File: config.mk
export PLATFORM = sky130hd
export DESIGN_NAME = alu
export DESIGN_NICKNAME = d
export VERILOG_FILES = /design/src/rtl/alu_pkg.sv /design/src/rtl/alu_div.sv /design/src/rtl/alu.sv
export SDC_FILE = /design/constraint.sdc
export NUM_CORES = 2
export LEC_CHECK = 0
export BUFFER_PORTS_ARGS = -buffer_cell sky130_fd_sc_hd__clkbuf_2
export CORE_MARGIN = 4
export CORE_UTILIZATION = 55
export DETAILED_ROUTE_END_ITERATION = 7
export HOLD_SLACK_MARGIN = 0.1
export PLACE_DENSITY = 0.72
export SLEW_MARGIN = 20
export SYNTH_ARGS = -nofsm -noshare
export SYNTH_HDL_FRONTEND = slang
export SYNTH_SLANG_ARGS = --single-unit
File: constraint.sdc
create_clock -name clk -period 24.5 [get_ports clk]
set_input_delay 4.9 -clock clk [delete_from_list [all_inputs] [get_ports clk]]
set_output_delay 4.9 -clock clk [all_outputs]
set_load 0.05 [all_outputs]
File: src/rtl/alu_pkg.sv
// Shared definitions for the Mini SRC ALU: data widths and opcode encodings.
package alu_pkg;

  localparam int DATA_W   = 32;
  localparam int RESULT_W = 64;

  localparam logic [4:0] OP_ADD  = 5'b00011;
  localparam logic [4:0] OP_SUB  = 5'b00100;
  localparam logic [4:0] OP_AND  = 5'b00101;
  localparam logic [4:0] OP_OR   = 5'b00110;
  localparam logic [4:0] OP_SHR  = 5'b00111;
  localparam logic [4:0] OP_SHRA = 5'b01000;
  localparam logic [4:0] OP_SHL  = 5'b01001;
  localparam logic [4:0] OP_ROR  = 5'b01010;
  localparam logic [4:0] OP_ROL  = 5'b01011;
  localparam logic [4:0] OP_MUL  = 5'b01111;
  localparam logic [4:0] OP_DIV  = 5'b10000;
  localparam logic [4:0] OP_NEG  = 5'b10001;
  localparam logic [4:0] OP_NOT  = 5'b10010;

endpackage

File: src/rtl/alu_div.sv
// Combinational 32-step signed non-restoring divider.
// Divides magnitudes, then restores signs: quotient truncates toward zero,
// remainder takes the sign of the dividend. Divide-by-zero returns an
// all-ones quotient and the dividend as remainder; 0x8000_0000 / -1
// returns 0x8000_0000 with a zero remainder.
import alu_pkg::*;

module alu_div (
  input  logic [DATA_W-1:0] a_i,
  input  logic [DATA_W-1:0] b_i,
  output logic [DATA_W-1:0] quo_o,
  output logic [DATA_W-1:0] rem_o
);

  logic [DATA_W-1:0] a_mag;
  logic [DATA_W-1:0] b_mag;
  logic [DATA_W-1:0] q_mag;
  logic [DATA_W-1:0] r_mag;
  logic signed [DATA_W+1:0] r_acc;
  logic [1:0] unused_r_top;

  // Operand magnitudes; 0x8000_0000 maps to 2^31, which is the correct unsigned magnitude.
  always_comb begin
    a_mag = a_i[DATA_W-1] ? (32'd0 - a_i) : a_i;
    b_mag = b_i[DATA_W-1] ? (32'd0 - b_i) : b_i;
  end

  // Non-restoring iteration on magnitudes, with a final remainder correction.
  always_comb begin
    logic signed [DATA_W+1:0] d_ext;
    logic signed [DATA_W+1:0] r_sh;
    d_ext = $signed({2'b00, b_mag});
    r_acc = '0;
    q_mag = '0;
    for (int i = DATA_W - 1; i >= 0; i--) begin
      r_sh = $signed({r_acc[DATA_W:0], a_mag[i]});
      if (!r_acc[DATA_W+1]) begin
        r_acc = r_sh - d_ext;
      end else begin
        r_acc = r_sh + d_ext;
      end
      q_mag[i] = ~r_acc[DATA_W+1];
    end
    if (r_acc[DATA_W+1]) begin
      r_acc = r_acc + d_ext;
    end
    r_mag = r_acc[DATA_W-1:0];
  end

  // The corrected remainder is below the divisor, so the top bits are always zero.
  assign unused_r_top = r_acc[DATA_W+1:DATA_W];

  // Sign restoration and the two special cases.
  always_comb begin
    quo_o = (a_i[DATA_W-1] ^ b_i[DATA_W-1]) ? (32'd0 - q_mag) : q_mag;
    rem_o = a_i[DATA_W-1] ? (32'd0 - r_mag) : r_mag;
    if (b_i == '0) begin
      quo_o = 32'hFFFF_FFFF;
      rem_o = a_i;
    end else if (a_i == 32'h8000_0000 && b_i == 32'hFFFF_FFFF) begin
      quo_o = 32'h8000_0000;
      rem_o = '0;
    end
  end

endmodule

File: src/rtl/alu.sv
// Mini SRC 32-bit integer ALU. Operand A is Y_in, operand B is B_in.
// C_result is combinational; Z_hi/Z_lo register it every clock.
// Build option: define ALU_DIV_EN to include the divider; without it
// the div opcode produces zero like any unlisted opcode.
import alu_pkg::*;

module alu (
  input  logic                clk,
  input  logic                clear,
  input  logic [4:0]          instruction,
  input  logic [DATA_W-1:0]   B_in,
  input  logic [DATA_W-1:0]   Y_in,
  output logic [RESULT_W-1:0] C_result,
  output logic [DATA_W-1:0]   Z_hi,
  output logic [DATA_W-1:0]   Z_lo
);

  logic [DATA_W-1:0]   c_hi;
  logic [DATA_W-1:0]   c_lo;
  logic [4:0]          sh_amt;
  logic [RESULT_W-1:0] prod;
  logic [DATA_W-1:0]   z_hi_q, z_hi_d;
  logic [DATA_W-1:0]   z_lo_q, z_lo_d;

  function automatic logic [DATA_W-1:0] ror32(input logic [DATA_W-1:0] a,
                                              input logic [4:0] sh);
    // Shifting a 32-bit value by 32 yields zero, so a count of 0 returns a.
    return (a >> sh) | (a << (6'd32 - {1'b0, sh}));
  endfunction

  function automatic logic [DATA_W-1:0] rol32(input logic [DATA_W-1:0] a,
                                              input logic [4:0] sh);
    return (a << sh) | (a >> (6'd32 - {1'b0, sh}));
  endfunction

  assign sh_amt = B_in[4:0];

  // Full signed product: sign-extend both operands, the low 64 bits are exact.
  assign prod = {{DATA_W{Y_in[DATA_W-1]}}, Y_in} * {{DATA_W{B_in[DATA_W-1]}}, B_in};

`ifdef ALU_DIV_EN
  logic [DATA_W-1:0] div_quo;
  logic [DATA_W-1:0] div_rem;

  alu_div u_div (
    .a_i   (Y_in),
    .b_i   (B_in),
    .quo_o (div_quo),
    .rem_o (div_rem)
  );
`endif

  // Opcode decode into the 64-bit combinational result.
  always_comb begin
    c_hi = '0;
    c_lo = '0;
    case (instruction)
      OP_ADD:  c_lo = Y_in + B_in;
      OP_SUB:  c_lo = Y_in - B_in;
      OP_AND:  c_lo = Y_in & B_in;
      OP_OR:   c_lo = Y_in | B_in;
      OP_SHR:  c_lo = Y_in >> sh_amt;
      OP_SHRA: c_lo = $unsigned($signed(Y_in) >>> sh_amt);
      OP_SHL:  c_lo = Y_in << sh_amt;
      OP_ROR:  c_lo = ror32(Y_in, sh_amt);
      OP_ROL:  c_lo = rol32(Y_in, sh_amt);
      OP_MUL: begin
        c_hi = prod[RESULT_W-1:DATA_W];
        c_lo = prod[DATA_W-1:0];
      end
`ifdef ALU_DIV_EN
      OP_DIV: begin
        c_hi = div_rem;
        c_lo = div_quo;
      end
`endif
      OP_NEG:  c_lo = 32'd0 - B_in;
      OP_NOT:  c_lo = ~B_in;
      default: begin
        c_hi = '0;
        c_lo = '0;
      end
    endcase
  end

  assign C_result = {c_hi, c_lo};

  // Z register next state: clear wins over the load.
  always_comb begin
    z_hi_d = c_hi;
    z_lo_d = c_lo;
    if (clear) begin
      z_hi_d = '0;
      z_lo_d = '0;
    end
  end

  // Z register pair.
  always_ff @(posedge clk) begin
    z_hi_q <= z_hi_d;
    z_lo_q <= z_lo_d;
  end

  assign Z_hi = z_hi_q;
  assign Z_lo = z_lo_q;

endmodule

# --- After elaboration in Yosys (flattened, before gate mapping) ---
# Index checks and enable logic that the tools add are counted.
classes:
  shifts: 5
  add_sub_neg: 4
  bitwise_logic: 5
  n_mul: 1
  eq_ne: 12
  n_mux: 2
ops:
  columns: ["op", "count"]
  rows:
  - ["32-bit case mux with 12 select lines", 1]
  - ["32-bit bitwise OR", 3]
  - ["32-bit by 32-bit multiplier with 64-bit output", 1]
  - ["32-bit adder", 1]
  - ["32-bit AND", 1]
  - ["32-bit 2-to-1 mux", 1]
  - ["32-bit NOT", 1]
  - ["32-bit by 5-bit << shifter with 32-bit output", 1]
  - ["32-bit by 6-bit << shifter with 32-bit output", 1]
  - ["32-bit by 5-bit >> shifter with 32-bit output", 1]
  - ["32-bit by 6-bit >> shifter with 32-bit output", 1]
  - ["32-bit by 5-bit >>> shifter with 32-bit output", 1]
  - ["1-bit by 32-bit subtractor with 32-bit output (first input constant)", 1]
  - ["32-bit subtractor", 1]
  - ["5-bit by 4-bit equality test with 1-bit output (second input constant)", 5]
  - ["5-bit by 3-bit equality test with 1-bit output (second input constant)", 4]
  - ["5-bit equality test (second input constant)", 2]
  - ["6-bit by 5-bit subtractor with 6-bit output (first input constant)", 1]
  - ["5-bit by 2-bit equality test with 1-bit output (second input constant)", 1]
totals:
  word_cells: 31
  reg_bits: 64
  input_bits: 71
  out_inout_bits: 128

# --- Logic depth before layout (Yosys ltp) ---
depth:
  word_depth: 4
  ltp_mapped: 32
  ltp_nobuf: 26

# --- Worst setup path after synthesis ---
# No wires, ideal clock.
synth_path:
  kind: "input port to output port"
  startpoint: "input B_in[1]"
  endpoint: "output C_result[61]"
  path_buffers: 6
  arrival_time_ns: 13.665
  path_stages: 30
  required_ns: 19.600
  setup_slack_ns: 5.935
  cell_sequence: "buf_4 > buf_4 > inv_1 > buf_2 > buf_1 > buf_1 > buf_1 > nor2_1 > ha_1 > fa_1 > inv_1 > fa_1 > fa_1 > inv_1 > fa_1 > inv_1 > fa_1 > inv_1 > fa_1 > fa_1 > ha_1 > nand2_1 > or4_1 > nand3b_1 > o211ai_1 > nor2_1 > or4_4 > a211oi_2 > nor3_1 > nor3_1"
synth_between:
  elab_chain_len: 2
synth_lines:
  columns: ["element", "line", "rtl"]
  rows:
  - ["from (decl)", "alu.sv:11", "input logic [DATA_W-1:0] B_in,"]
  - ["32-bit by 32-bit multiplier with 64-bit output", "alu.sv:39", "assign prod = {{DATA_W{Y_in[DATA_W-1]}}, Y_in} * {{DATA_W{B_in[DATA_W-1]}}, B_in};"]
  - ["32-bit 2-to-1 mux", "alu.sv:57", "case (instruction)"]
  - ["to (decl)", "alu.sv:13", "output logic [RESULT_W-1:0] C_result,"]
# No other way between the ends.

# --- Worst setup path after layout ---
layout_path:
  startpoint: "input B_in[2]"
  endpoint: "output C_result[54]"
# Same word-level chain as after synthesis.

==> metrics <==
status finished with violations; Reg clk slew, reported paths 0.07 ns; TritonCTS clock tree done; largest net degree at the start of global routing 75; setup TNS 0 ns; Synth cell types 112; CP arrival 14.79 ns; clk root buf clkbuf_16; Slew headroom 12.79%; Synth area leaders fa_1, inv_1, ha_1, nor2_1, nand2_1; failing checks DRC; vias in the first global route 47760; Hold Crit Start clear; Critical Path Sink C_result[54]; synth-to-layout area growth 4.269%; H-tree depth 3; CTS resizes 0; Synth Flop Type dfxtp_1; unrepaired setup endpoints after global routing no; hold-fix buffers at CTS 0; Max Cap Viol 0; num ports 199; Antenna Nets Post-Route 0; Most common cell on crit path fa_1; Synth Instances 5966; critical path class input port to output port; Worst Path Max Fanout 20; final net count 7348; Clock Path Buffers 2; post-DR wirelength/cell 31.05 microns; I/O Buffers 198; cell taking the most area after synthesis fa_1; aggregate routed wire length 220300 microns; Top Usage Layer GRT met2; via-per-instance ratio 6.559; Worst Setup End Kind output port; Yosys warning count 0; All-Layer GR Usage 45.66%; antenna violations before repair 14; most numerous cell in the Yosys netlist fa_1; period utilization 80.38%; die area 96460 sq um; residual DRC count 1; hpwl dp 169200 microns; Die Y 310.6 microns; Slew @ Worst Pin 1.299 ns; Post-CTS Setup Inserts 0; Post-Syn Nets 7403; fmax 50.78 MHz; CTS buffer count 9; worst hold path class input port to register; met1 Resource Use GR 56.33%; mean post-synth cell area 8.440 sq um; sequential share of the synthesized area 2.544%; Iteration-0 DRC Markers 6389; top-area cell type share of the netlist area 43.09%; Async S/R FF share, synth 0%; Initial Utilization 55.69%; number of synthesized flops with an enable pin 0; vias post-DR 46540; fraction of layout cells with a size suffix above 1 9.079%; met3 GRT Util 14.69%; Slew Limit Fails 0; slowest CP cell fa_1; CP peak stage delay 1.03 ns; Clock Sinks 64; Seq cells post-synth 64; first drt pass iteration count 8; CP Data Required Time 19.60 ns; synth cell count leaders fa_1, inv_1, nor2_1; Final setup viols 0; Startpoint Class input port; Post-Synthesis Cell Area 50360 sq um; Cell Rows 110; Critical path origin B_in[2]; crit path time final 19.69 ns; GRT Residual Overflow 0; routing usage on met2 67.01%; final hold viol count 0; Die X 310.6 microns; first-pass GRT wire length 323000 microns; RePlAce Congestion 1.076; Core ar. 90420 sq um
-- worst min path at each step --
stage / to / slack (ns) / cells past startpoint
final: Z_hi[2] / 4.98 / 2
after global routing: Z_hi[3] / 4.96 / 2
after CTS: Z_hi[2] / 4.95 / 2
after detailed placement: Z_lo[18] / 5.40 / 1
after global placement: Z_hi[13] / 5.38 / 2
after floorplan: Z_lo[28] / 5.18 / 2
-- layer usage --
metal	vias up	wire, microns
li1	18740	-
met1	23130	74990
met2	3588	93280
met3	1079	29820
met4	8	22200
met5	-	60
-- cell type report --
class | instances | area [sq um]
Clock buffer | 13 | 270.3
Multi-Input combinational cell | 4414 | 43260
Fill cell | 8299 | 37920
Inverter | 1073 | 4028
Timing Repair Buffer | 349 | 2148
Sequential cell | 64 | 1281
Clock inverter | 2 | 37.54
Antenna cell | 5 | 12.51
Tap cell | 1176 | 1471
-- kinds of logic (layout without fill, tap and decap cells) --
kind of cell / Yosys count / after routing / share of synthesized area, %
other: 0 / 5 / 0
AO/OA/AOI/OAI: 860 / 860 / 11.32
buffers and inverters: 1488 / 1437 / 11.71
XOR/XNOR: 110 / 110 / 1.980
AND/OR/NAND/NOR: 1846 / 1846 / 15.43
flip-flops: 64 / 64 / 2.544
adder cells (fa/ha/maj): 1366 / 1366 / 50.10
multiplexers: 232 / 232 / 6.915
-- sequential cells by signal (all words and copies together), names as in the netlist --
name / cells
Z_hi: 32
Z_lo: 32
-- through the flow --
step                      setup slack (ns)  util (%)  hold WS (ns)  cells  area [sq um]
after detailed placement             4.811     57.71         5.396   7076         52180
after CTS                            4.750     58.05         4.947   7091         52490
after global routing                 4.243     58.05         4.961   7091         52490
after floorplan                      5.935         -         5.181   5966         50360
after global placement               4.861     57.71         5.382   7076         52180
final                                4.806     58.07         4.982   7096         52510
-- cell usage in the layout, fill, tap and decap left out, types with 35 or more instances in the layout --
cell type / n
o211ai_1: 56
mux2i_1: 112
nor2_1: 795
clkbuf_2: 195
nand2_1: 714
a21o_1: 45
nand3_1: 73
mux4_2: 83
a211oi_1: 48
xnor2_1: 63
dfxtp_1: 64
o21ai_0: 149
o22ai_1: 41
inv_1: 1047
nand4_1: 35
xor2_1: 43
fa_1: 1084
ha_1: 281
buf_4: 152
a31oi_1: 63
a21oi_1: 220
-- worst max-delay path, delay by kind of cell --
| family | cells | cell delay [ns] |
|---|---|---|
| AND/OR/NAND/NOR | 3 | 0.92 |
| adder cells (fa/ha/maj) | 9 | 5.30 |
| buffers and inverters | 9 | 2.32 |
| AO/OA/AOI/OAI | 6 | 1.32 |
Power is not shown: default switching activity piles up to over one toggle a cycle in this logic, so the estimate is an artifact.
